File: config.mk
export PLATFORM = sky130hd
export DESIGN_NAME = sseg_rx
export DESIGN_NICKNAME = d
export VERILOG_FILES = /design/src/rtl/sseg_pkg.sv /design/src/rtl/sseg_decode.sv /design/src/rtl/sseg_rx.sv
export SDC_FILE = /design/constraint.sdc
export NUM_CORES = 1
export LEC_CHECK = 0
export CORE_MARGIN = 2
export CORE_UTILIZATION = 55
export CTS_CLUSTER_SIZE = 24
export DETAILED_ROUTE_END_ITERATION = 7
export HOLD_SLACK_MARGIN = 0.03
export PLACE_DENSITY = 0.89
export SYNTH_ARGS = -nofsm -noshare
export SYNTH_HDL_FRONTEND = slang
export SYNTH_SLANG_ARGS = --single-unit
File: constraint.sdc
create_clock -name clk -period 7.1 [get_ports clk]
set_input_delay 1.775 -clock clk [delete_from_list [all_inputs] [get_ports clk]]
set_output_delay 1.775 -clock clk [all_outputs]
set_load 0.01 [all_outputs]
File: src/rtl/sseg_pkg.sv
// Shared constants for the seven-segment shift-out link: glyph table, frame geometry, receiver states.
package sseg_pkg;

  localparam int unsigned FRAME_BITS = 64;
  localparam int unsigned NIBBLES    = 8;
  localparam int unsigned CNT_W      = 7;

  // Segment pattern for each hex digit, index = nibble value; bit 7 (DP) is always clear.
  localparam logic [7:0] GLYPH [16] = '{
    8'h3F, 8'h06, 8'h5B, 8'h4F, 8'h66, 8'h6D, 8'h7D, 8'h07,
    8'h7F, 8'h6F, 8'h77, 8'h7C, 8'h39, 8'h5E, 8'h79, 8'h71
  };

  typedef enum logic {IDLE, RECV} state_t;

endpackage

File: src/rtl/sseg_decode.sv
// Combinational glyph-to-nibble decoder; unknown patterns (including any with DP set) flag an error.
module sseg_decode
  import sseg_pkg::*;
(
  input  logic [7:0] seg,
  output logic       err_c,
  output logic [3:0] nib_c
);

  always_comb begin
    err_c = 1'b1;
    nib_c = 4'd0;
    for (int i = 0; i < 16; i++) begin
      if (seg == GLYPH[i]) begin
        err_c = 1'b0;
        nib_c = 4'(i);
      end
    end
  end

endmodule

File: src/rtl/sseg_rx.sv
// Seven-segment link receiver: synchronizes ss_clk/ss_dout/ss_en, captures a 64-bit frame,
// checks its length and decodes the eight segment bytes back to a 32-bit word.
module sseg_rx
  import sseg_pkg::*;
#(
  parameter int unsigned SYNC_STAGES = 2
) (
  input  logic                     clk,
  input  logic                     rstn,
  input  logic                     ss_dout,
  input  logic                     ss_clk,
  input  logic                     ss_en,
  output logic [4*NIBBLES-1:0]     dout,
  output logic                     dout_valid,
  output logic [FRAME_BITS-1:0]    seg_raw,
  output logic [NIBBLES-1:0]       seg_err,
  output logic                     frame_err
);

  logic [SYNC_STAGES-1:0] dout_sync, clk_sync, en_sync;
  logic                   dout_s, clk_s, en_s, clk_prev;
  logic [2:0]             flush_cnt;
  logic                   flushed_c;

  state_t                 state;
  logic                   armed, overrun;
  logic [CNT_W-1:0]       bit_cnt;
  logic [FRAME_BITS-1:0]  sh;

  logic                   rise_c, shift_c, ovr_next_c;
  logic [CNT_W-1:0]       cnt_next_c;
  logic [FRAME_BITS-1:0]  sh_next_c, raw_c;
  logic [NIBBLES-1:0]     err_c;
  logic [4*NIBBLES-1:0]   nib_c;

  // Idle-level synchronizers so reset never creates a false ss_clk edge.
  always_ff @(posedge clk or negedge rstn) begin
    if (!rstn) begin
      dout_sync <= '1;
      clk_sync  <= '1;
      en_sync   <= '1;
      clk_prev  <= 1'b1;
      flush_cnt <= 3'd0;
    end else begin
      dout_sync <= {dout_sync[SYNC_STAGES-2:0], ss_dout};
      clk_sync  <= {clk_sync[SYNC_STAGES-2:0], ss_clk};
      en_sync   <= {en_sync[SYNC_STAGES-2:0], ss_en};
      clk_prev  <= clk_s;
      if (flush_cnt != 3'(SYNC_STAGES)) flush_cnt <= flush_cnt + 3'd1;
    end
  end

  assign dout_s    = dout_sync[SYNC_STAGES-1];
  assign clk_s     = clk_sync[SYNC_STAGES-1];
  assign en_s      = en_sync[SYNC_STAGES-1];
  // The reset value of the chain is not a real observation of ss_en; only trust it once refilled.
  assign flushed_c = (flush_cnt == 3'(SYNC_STAGES));

  // Next shift state including an edge that lands in the same cycle as the ss_en rise.
  always_comb begin
    rise_c     = clk_s & ~clk_prev;
    shift_c    = (state == RECV) && rise_c && (bit_cnt < CNT_W'(FRAME_BITS));
    sh_next_c  = shift_c ? {sh[FRAME_BITS-2:0], dout_s} : sh;
    cnt_next_c = shift_c ? bit_cnt + CNT_W'(1) : bit_cnt;
    ovr_next_c = overrun | ((state == RECV) && rise_c && (bit_cnt >= CNT_W'(FRAME_BITS)));
    raw_c      = '0;
    for (int k = 0; k < int'(NIBBLES); k++) begin
      raw_c[8*k +: 8] = sh_next_c[FRAME_BITS-1-8*k -: 8];
    end
  end

  for (genvar k = 0; k < int'(NIBBLES); k++) begin : g_dec
    sseg_decode u_dec (
      .seg   (raw_c[8*k +: 8]),
      .err_c (err_c[k]),
      .nib_c (nib_c[4*k +: 4])
    );
  end

  always_ff @(posedge clk or negedge rstn) begin
    if (!rstn) begin
      state      <= IDLE;
      armed      <= 1'b0;
      overrun    <= 1'b0;
      bit_cnt    <= '0;
      sh         <= '0;
      dout       <= '0;
      seg_raw    <= '0;
      seg_err    <= '0;
      dout_valid <= 1'b0;
      frame_err  <= 1'b0;
    end else begin
      dout_valid <= 1'b0;
      frame_err  <= 1'b0;
      case (state)
        IDLE: begin
          if (en_s && flushed_c) armed <= 1'b1;
          if (!en_s && armed) begin
            state   <= RECV;
            bit_cnt <= '0;
            sh      <= '0;
            overrun <= 1'b0;
          end
        end
        RECV: begin
          sh      <= sh_next_c;
          bit_cnt <= cnt_next_c;
          overrun <= ovr_next_c;
          if (en_s) begin
            state <= IDLE;
            if (cnt_next_c == CNT_W'(FRAME_BITS) && !ovr_next_c) begin
              dout       <= nib_c;
              seg_raw    <= raw_c;
              seg_err    <= err_c;
              dout_valid <= 1'b1;
            end else begin
              frame_err <= 1'b1;
            end
          end
        end
        default: state <= IDLE;
      endcase
    end
  end

endmodule

==> Flow_metrics.wiki <==
{| class="wikitable"
! Metric !! Value
|-
| Layout filler cell count || 1748
|-
| Worst Clk Skew || 0.0144 ns
|-
| Top area cells in the synthesized netlist || sky130_fd_sc_hd__dfrtp_1 (40%), sky130_fd_sc_hd__nand2_1 (7.4%), sky130_fd_sc_hd__nor2_1 (5.2%), sky130_fd_sc_hd__a21oi_1 (4.6%), sky130_fd_sc_hd__clkbuf_1 (3.0%)
|-
| Total of cells resized after clock tree synthesis || 0
|-
| Die X || 149 µm
|-
| Worst Setup Start Kind || register
|-
| Pin count of the biggest net entering global routing || 100
|-
| Routed via count || 11300
|-
| Global routing usage summed across all routing layers || 29.8%
|-
| Sequential area share after synthesis || 41.1%
|-
| Input/output buffers || 110
|-
| Syn Inst Count || 1440
|-
| Final Worst Setup Slack || 2.99 ns
|-
| Final Net Count || 1458
|-
| Half-perimeter wire length after placement || 21.5 mm
|-
| Starting density of the core || 55.6%
|-
| Worst hold path class || register to register
|-
| CP Data Arrival Time || 4.43 ns
|-
| Synthesized flop and latch total || 190
|-
| Clock Tree Buf Depth || 2
|-
| Clock buffers created by TritonCTS || 17
|-
| Prevailing post-synth register cell || sky130_fd_sc_hd__dfrtp_1
|-
| Largest fanout on the critical path || 86
|-
| Buffers inserted by post-CTS timing repair || 0
|-
| Total number of yosys warnings || 0
|-
| Most common cell after layout, fill and taps aside || sky130_fd_sc_hd__nand2_1
|-
| Core region area || 20800 µm²
|-
| Actual transition at the worst max-transition pin || 1.01 ns
|-
| Time the final worst path needs with I/O delays and setup || 4.11 ns
|-
| Post-Synthesis Cell Area || 11600 µm²
|-
| Antenna Nets Post-Route || 0
|-
| Wire length of the first global-routing pass || 53.8 mm
|-
| TritonCTS clock tree || done
|-
| Syn Nets || 1448
|-
| Final Slew Violations || 0
|-
| Post-CTS Hold Buffers || 0
|-
| Area growth, synth to finish || 14.8%
|-
| EDFF count, synth || 0
|-
| Leading cell types in the layout, fill and taps excluded || sky130_fd_sc_hd__nand2_1 (228), sky130_fd_sc_hd__dfrtp_1 (183), sky130_fd_sc_hd__nor2_1 (162)
|-
| Unrepaired setup endpoints after global routing || no
|-
| Ratio of total power to cell area || 171 nW/µm²
|-
| Outcome || complete, no violations
|-
| Fmax || 244 MHz
|-
| Num rows || 53
|-
| Antenna fix cells || 0
|-
| Detailed Route WL || 32.7 mm
|-
| Final Hold Vio Count || 0
|-
| Pre-antenna DRT Iters || 6
|-
| Distinct cell type count of the synthesized netlist || 80
|-
| Fraction of final layout cells with drive strength greater than 1 || 4.78%
|-
| Post-route clock period utilization || 57.8%
|-
| Pre-CTS setup slack || 3.10 ns
|-
| Top cell type by total area after synthesis || sky130_fd_sc_hd__dfrtp_1
|-
| Critical path data required time || 7.42 ns
|-
| Die area || 22200 µm²
|-
| Number of global-route vias before repair || 10600
|-
| Final setup violation count || 0
|-
| Clock sink total || 190
|-
| Final setup TNS || 0 ns
|-
| Leakage Power || 5.48 nW
|-
| Crit Path Category || register to register
|-
| Vertical die dimension || 149 µm
|-
| Clock insertion delay at the later pin of the skew report || 0.44 ns
|-
| Clk slew on worst S/H paths || 0.07 ns
|-
| Root buf cell || sky130_fd_sc_hd__clkbuf_16
|-
| Share of synthesized flip-flops with an asynchronous set or reset || 100%
|-
| Non-Filler Cell Area, Final || 13300 µm²
|-
| Remaining global-route overflow || 0
|-
| Detailed router's first-iteration violation count || 1120
|-
| Relative max-transition margin || 32.7%
|-
| Antenna violations before repair || 0
|-
| Yosys top cell area share || 39.5%
|-
| Final Core Density || 63.9%
|-
| Number of design rule violations left after detail routing || 0
|-
| Synthesized area divided by synthesized cell count || 8.05 µm²
|-
| Last weighted congestion value of the routability-driven placer || 0.958
|-
| Critical path capture point type || register
|-
| Placed inst area || 12600 µm²
|-
| # Max-Cap Violations || 0
|-
| Tightest hold margin || 0.363 ns
|-
| Top-level port count || 111
|-
| Peak supply drop || 0.150 mV
|-
| Routed via count divided by cell count || 6.47
|-
| Average wire length per cell after detail routing || 18.8 µm
|-
| Number of H-tree branching levels || 4
|}
[synthesized netlist by cell type, drive strengths merged (10+ instances only)]
master	number
nand2	228
dfrtp	183
nor2	162
a21oi	106
clkbuf	92
o21ai	53
nand3	52
nor3	47
buf	38
a31oi	34
inv	34
mux2i	25
nand2b	21
o22ai	20
nor4	18
a21o	17
a22o	15
nor3b	15
o211ai	15
a211oi	14
and3	14
nor2b	13
o21a	13
or3	13
nand4	12
and2	11
nand3b	11
nor4b	11
o2111ai	11
a2111oi	10
[metal layers]
metal  up-vias  routed length (µm)  GRT usage, %
li1       5230                   -             -
met1      5337               13700          40.9
met2       608               15200          47.4
met3        78                2720          4.74
met4         0                1110          12.2
met5         -                   0             0
[flip-flops by register name, indices dropped and copies added, names as in the netlist, 3 cells and up]
signal     count
bit_cnt        7
dout          32
flush_cnt      3
seg_err        8
seg_raw       64
sh            64
[worst max-delay path, cell delays in order, from the launching register on]
cell,delay (ns)
sky130_fd_sc_hd__dfrtp_1,0.65
sky130_fd_sc_hd__nor4bb_4,0.27
sky130_fd_sc_hd__buf_4,0.73
sky130_fd_sc_hd__buf_4,0.70
sky130_fd_sc_hd__mux2i_1,0.62
sky130_fd_sc_hd__nor3b_1,0.46
sky130_fd_sc_hd__a311o_1,0.23
sky130_fd_sc_hd__nor3_1,0.08
sky130_fd_sc_hd__a21bo_2,0.23
[cell families (layout without fill, tap and decap cells)]
family          count (synthesis)  in the layout  share of synthesized area [%]
xor+xnor                        2              2                          0.151
buf+inv                       165            188                           5.65
fa+ha+maj                       3              3                          0.324
mux                            29             29                           2.55
flops                         190            190                           41.1
compound gates                399            399                           23.4
simple gates                  652            652                           26.8
[final timing paths]
kind	cells after the start	startpoint	to	slack, ns
worst max-delay path	8	state	seg_err[1]	2.99
max in group asynchronous	2	rstn	sh[7]	4.47
worst min-delay path	0	en_sync[0]	en_sync[1]	0.36
min in group asynchronous	1	rstn	sh[51]	1.42
worst max register to register	8	state	seg_err[1]	2.99
worst min register to register	0	en_sync[0]	en_sync[1]	0.36
[through the flow]
| step | power [mW] | cells |
|---|---|---|
| CTS | 2.28 | 1738 |
| detailed placement | 1.20 | 1706 |
| finish | 2.27 | 1738 |
| global placement | 1.20 | 1706 |
| floorplan | 1.16 | 1440 |
| global route | 2.34 | 1738 |
[cell type report]
class | count | area (µm²) | share of cell area [%]
Sequential cell | 190 | 4760 | 35.8
Multi-Input combinational cell | 1085 | 6210 | 46.7
Timing Repair Buffer | 121 | 1190 | 8.93
Clock buffer | 25 | 475 | 3.58
Clock inverter | 7 | 188 | 1.41
Inverter | 35 | 131 | 0.988
Tap cell | 275 | 344 | 2.59
[power breakdown]
group	internal, mW	leakage, nW	switching [mW]
clock	0.681	0.316	0.411
sequential	1.09	2.62	0.0105
combinational	0.0156	2.55	0.0648
total	1.79	5.48	0.486
No activity file was read; power rests on OpenSTA's default activity.
